<file path="src/rtl/cache_mem_arbiter.sv">
// Shares one external memory port between I-cache line refills (LINE_WORDS-word bursts)
// and single-word D-side accesses, with round-robin tie-breaking and a refill counter.
module cache_mem_arbiter #(
  parameter int LINE_WORDS = 4,
  parameter int CNT_W      = 16
) (
  input  logic                          clk,
  input  logic                          rst,
  input  logic                          i_req,
  input  logic [31:0]                   i_addr,
  output logic [31:0]                   i_rdata,
  output logic                          i_rvalid,
  output logic [$clog2(LINE_WORDS)-1:0] i_word,
  output logic                          i_done,
  input  logic                          d_req,
  input  logic                          d_we,
  input  logic [31:0]                   d_addr,
  input  logic [31:0]                   d_wdata,
  output logic [31:0]                   d_rdata,
  output logic                          d_done,
  output logic                          mem_req,
  output logic                          mem_we,
  output logic [31:0]                   mem_addr,
  output logic [31:0]                   mem_wdata,
  input  logic [31:0]                   mem_rdata,
  input  logic                          mem_ready,
  output logic                          busy,
  output logic [CNT_W-1:0]              refill_cnt
);

  localparam int WW   = $clog2(LINE_WORDS);
  localparam int LB_W = 30 - WW;

  localparam logic [1:0] S_IDLE  = 2'd0;
  localparam logic [1:0] S_IFILL = 2'd1;
  localparam logic [1:0] S_DACC  = 2'd2;

  localparam logic GNT_I = 1'b0;
  localparam logic GNT_D = 1'b1;

  localparam logic [WW-1:0] LAST_WORD = WW'(LINE_WORDS - 1);

  logic [1:0]       state_q, state_d;
  logic [WW-1:0]    cnt_q, cnt_d;
  logic             last_grant_q, last_grant_d;
  logic [LB_W-1:0]  line_q, line_d;
  logic [29:0]      daddr_q, daddr_d;
  logic             dwe_q, dwe_d;
  logic [31:0]      dwdata_q, dwdata_d;
  logic [CNT_W-1:0] refill_q, refill_d;
  logic             take_i, take_d;

  // Offset bits of the request addresses carry no information for this block.
  logic unused_addr_bits;
  assign unused_addr_bits = ^{i_addr[1+WW:0], d_addr[1:0]};

  function automatic logic [CNT_W-1:0] sat_inc(input logic [CNT_W-1:0] v);
    return (&v) ? v : v + CNT_W'(1);
  endfunction

  always_comb begin
    state_d      = state_q;
    cnt_d        = cnt_q;
    last_grant_d = last_grant_q;
    line_d       = line_q;
    daddr_d      = daddr_q;
    dwe_d        = dwe_q;
    dwdata_d     = dwdata_q;
    refill_d     = refill_q;
    take_i       = 1'b0;
    take_d       = 1'b0;

    case (state_q)
      S_IDLE: begin
        // Round-robin pointer only moves on a genuine tie.
        if (i_req && d_req) begin
          take_d       = (last_grant_q == GNT_I);
          take_i       = (last_grant_q == GNT_D);
          last_grant_d = (last_grant_q == GNT_I) ? GNT_D : GNT_I;
        end else begin
          take_d = d_req;
          take_i = i_req;
        end
        if (take_i) begin
          state_d = S_IFILL;
          line_d  = i_addr[31:2+WW];
          cnt_d   = '0;
        end
        if (take_d) begin
          state_d  = S_DACC;
          daddr_d  = d_addr[31:2];
          dwe_d    = d_we;
          dwdata_d = d_wdata;
        end
      end
      S_IFILL: begin
        if (mem_ready) begin
          if (cnt_q == LAST_WORD) begin
            cnt_d    = '0;
            refill_d = sat_inc(refill_q);
            state_d  = S_IDLE;
          end else begin
            cnt_d = cnt_q + WW'(1);
          end
        end
      end
      S_DACC: begin
        if (mem_ready) state_d = S_IDLE;
      end
      default: state_d = S_IDLE;
    endcase
  end

  always_ff @(posedge clk or negedge rst) begin
    if (!rst) begin
      state_q      <= S_IDLE;
      cnt_q        <= '0;
      last_grant_q <= GNT_I;
      line_q       <= '0;
      daddr_q      <= '0;
      dwe_q        <= 1'b0;
      dwdata_q     <= '0;
      refill_q     <= '0;
    end else begin
      state_q      <= state_d;
      cnt_q        <= cnt_d;
      last_grant_q <= last_grant_d;
      line_q       <= line_d;
      daddr_q      <= daddr_d;
      dwe_q        <= dwe_d;
      dwdata_q     <= dwdata_d;
      refill_q     <= refill_d;
    end
  end

  // Done and data strobes are combinational with mem_ready inside the active state.
  always_comb begin
    i_rdata   = '0;
    i_rvalid  = 1'b0;
    i_word    = '0;
    i_done    = 1'b0;
    d_rdata   = '0;
    d_done    = 1'b0;
    mem_req   = 1'b0;
    mem_we    = 1'b0;
    mem_addr  = '0;
    mem_wdata = '0;

    case (state_q)
      S_IFILL: begin
        mem_req  = 1'b1;
        mem_addr = {line_q, cnt_q, 2'b00};
        if (mem_ready) begin
          i_rvalid = 1'b1;
          i_rdata  = mem_rdata;
          i_word   = cnt_q;
          i_done   = (cnt_q == LAST_WORD);
        end
      end
      S_DACC: begin
        mem_req   = 1'b1;
        mem_we    = dwe_q;
        mem_addr  = {daddr_q, 2'b00};
        mem_wdata = dwdata_q;
        if (mem_ready) begin
          d_done  = 1'b1;
          d_rdata = dwe_q ? '0 : mem_rdata;
        end
      end
      default: ;
    endcase
  end

  assign busy       = (state_q != S_IDLE);
  assign refill_cnt = refill_q;

endmodule

</file>
<file path="config.mk">
export PLATFORM = sky130hd
export DESIGN_NAME = cache_mem_arbiter
export DESIGN_NICKNAME = d
export VERILOG_FILES = /design/src/rtl/cache_mem_arbiter.sv
export SDC_FILE = /design/constraint.sdc
export NUM_CORES = 1
export LEC_CHECK = 0
export CORE_ASPECT_RATIO = 1.5
export CORE_MARGIN = 8
export CORE_UTILIZATION = 44
export CTS_BUF_LIST = sky130_fd_sc_hd__clkbuf_8 sky130_fd_sc_hd__clkbuf_16
export CTS_CLUSTER_SIZE = 12
export DETAILED_ROUTE_END_ITERATION = 10
export PLACE_DENSITY = 0.89
export SLEW_MARGIN = 20
export SYNTH_ARGS = -nofsm -noshare
export SYNTH_HDL_FRONTEND = slang
export SYNTH_SLANG_ARGS = --single-unit
</file>
<file path="constraint.sdc">
create_clock -name clk -period 4.3 [get_ports clk]
set_input_delay 0.86 -clock clk [delete_from_list [all_inputs] [get_ports clk]]
set_output_delay 0.86 -clock clk [all_outputs]
set_load 0.05 [all_outputs]
</file>
==> impl_metrics.yaml <==
outcome:
  status: "finished clean"
cts:
  clk_pin_slew_ns: 0.07
  cts_made_buffers: 9
  post_cts_buffers: 0
  htree_levels: 3
  clockBufferDepth: 2
  root_buffer: "clkbuf_16"
  insertion_delay_ns: 0.35
  cts_hold_buf: 0
  cts_sinks: 112
  cts_tree: "built"
  cts_resized: 0
power:
  seq_power_share: 0.307
  leakage_nw: 3.94
  switchingPower_mw: 2.39
  combPwrFrac: 0.538
  intPower_mw: 3.31
  swShare: 0.419
  max-vdd-ir-drop_v: 0.000410
  power_density_nw_per_um2: 616
  clock_power_share: 0.154
global_route:
  gr-total-overflow: 0
  antenna_found_initial: 0
  grt_max_degree: 82
  grt_pass1_vias: 5147
  globalRouteTotalUtil: 0.217
  grt_pass1_wl_um: 28500
yosys:
  netlist_area_um2: 5710
  avgSynthCellArea_um2: 11.5
  yosysTopAreaCell: "dfrtp_1"
  synth_top_area_frac: 0.491
  yosysSeqAreaShare: 0.491
  synth_ff_type: "dfrtp_1"
  yosys-top-cells-area: "dfrtp_1, mux2_2, and2_1"
  synth.most_common_cell: "dfrtp_1"
  yosysWarnings: 0
  ys_ff_latch: 112
  ys_async_sr_fraction: 1.00
  netlist_top_cells_count: "dfrtp_1, mux2_2, and2_1, and3_1, nor2b_1"
  yosysUniqueCellTypes: 43
  synth-edff-count: 0
  syn_inst: 496
timing:
  max_clock_freq_mhz: 272
  post-route-period-util: 0.854
  slew_headroom: 0.471
  hold_viol: 0
  fin_tns_setup_ns: 0
  fin_worst_skew_ns: 0.0145
  period_needed_ns: 3.67
  slew_violations: 0
  rsz0062_at_grt: "false"
  worst_slew_pin_slew_ns: 0.787
  finalSetupViolCount: 0
route:
  num_vias: 4834
  met3_length_um: 1340
  wirelength_um: 19000
  ant_nets: 0
  first_pass_iters: 5
  wl_met1_um: 6470
  routed.top_layer: "met4"
  drc: 0
  dr.first_iter.drc_count: 147
  wl_met2_um: 10600
  avgViaCountPerCell: 5.27
  wl_per_cell_um: 20.7
setup_path:
  cp-end-kind: "output pin"
  crit_path_start_kind: "register"
  cp.arrival_ns: 2.81
  cp_data_required_time_ns: 3.44
  path_max_fanout: 42
  crit_type: "reg2out"
die:
  die_w_um: 109
  initial_core_util: 0.445
  die_area_um2: 17000
  core-area_um2: 12800
  pin_count: 286
  rows: 51
  die_h_um: 156
placed_design:
  io_buffers: 277
  globalplace.congestion: 0.874
  hpwl_um: 14800
  placedCellCount: 902
cells_and_area:
  instances_no_fill: 918
  final_nets: 893
  area_delta_synth_final_pct: 61.9
  antennaDiodeCount: 0
  fillers: 885
  drive_gt1_frac: 0.209
hold_path:
  hold_class: "reg2reg"
run:
  maxCapViolCount: 0
-- worst max-delay path, cell delays in order, from the launching register on --
cell and delay (ns):
dfrtp_1 0.40, inv_1 0.10, ha_2 0.58, buf_12 0.28
a22oi_1 0.09, nor2b_1 0.18, clkdlybuf4s50_1 0.84
-- cell families (layout without fill, tap and decap cells) --
kind of cell	after synthesis	in the layout	share of synthesized area
simple gates	180	180	0.199
flops	112	112	0.491
mux	92	92	0.182
buf+inv	48	310	0.0383
compound gates	42	42	0.0539
xor+xnor	16	16	0.0245
fa+ha+maj	5	5	0.0110
other cells	1	2	0.000656
-- sequential cells by signal, indices dropped and copies added (netlist names) --
register and flops:
dwdata_q 32, daddr_q 30, line_q 28, refill_cnt 16, cnt_q 2, state_q 2, dwe_q 1, last_grant_q 1
-- area by class of cell --
class | count | area (um^2) | area share
Timing Repair Buffer | 286 | 3190 | 0.345
Sequential cell | 112 | 2800 | 0.303
Multi-Input combinational cell | 337 | 2700 | 0.292
Clock buffer | 10 | 239 | 0.0258
Tap cell | 159 | 199 | 0.0215
Clock inverter | 6 | 81.3 | 0.00879
Inverter | 8 | 30.0 | 0.00325
-- cell usage in the layout (no fill, tap or decap), types with 9 or more instances in the layout --
master,netlist,routed
clkdlybuf4s50_1,0,242
dfrtp_1,112,112
mux2_2,84,84
and2_1,67,67
and3_1,39,38
buf_12,0,35
nor2b_1,31,31
a22oi_1,30,30
xor2_1,15,15
nand2_1,11,11
clkbuf_16,0,9
-- metal layers --
| metal | global-route usage | vias to the layer above |
|---|---|---|
| li1 | - | 2237 |
| met1 | 0.221 | 2369 |
| met2 | 0.413 | 196 |
| met3 | 0.0422 | 32 |
| met4 | 0.0825 | 0 |
| met5 | 0 | - |
-- worst paths after layout --
check                                    startpoint                        end  slack (ns)  depth (start not counted)
setup / recovery             state_q[1]$_DFFE_PN0P_                mem_addr[2]        0.63                          6
hold / removal             dwdata_q[30]$_DFFE_PN0P_   dwdata_q[30]$_DFFE_PN0P_        0.49                          1
setup reg to reg             state_q[1]$_DFFE_PN0P_  refill_cnt[7]$_DFFE_PN0P_        1.86                          7
hold reg to reg            dwdata_q[30]$_DFFE_PN0P_   dwdata_q[30]$_DFFE_PN0P_        0.49                          1
max in group asynchronous                       rst      line_q[8]$_DFFE_PN0P_        3.03                          2
min in group asynchronous                       rst  refill_cnt[1]$_DFFE_PN0P_        0.55                          1
-- metrics by stage --
stage | area, um^2 | utilization | power (mW) | hold slack (ns) | setup slack [ns]
3_5_place_dp | 8920 | 0.696 | 4.86 | 0.477 | 0.773
5_1_grt | 9250 | 0.721 | 5.98 | 0.497 | 0.458
2_1_floorplan | 5720 | - | 3.77 | 0.450 | 1.03
3_3_place_gp | 8920 | 0.696 | 4.75 | 0.461 | 0.809
4_1_cts | 9240 | 0.721 | 5.75 | 0.495 | 0.589
6_report | 9250 | 0.721 | 5.70 | 0.489 | 0.627
-- power by group through the flow --
stage	Combinational (mW)	Sequential (mW)	Clock [mW]
global route	3.23	1.81	0.939
finish	3.07	1.75	0.880
detailed placement	3.09	1.77	0
floorplan	2.07	1.69	0
CTS	3.10	1.75	0.899
global placement	3.03	1.73	0
Power figures use the tool's default switching activity.
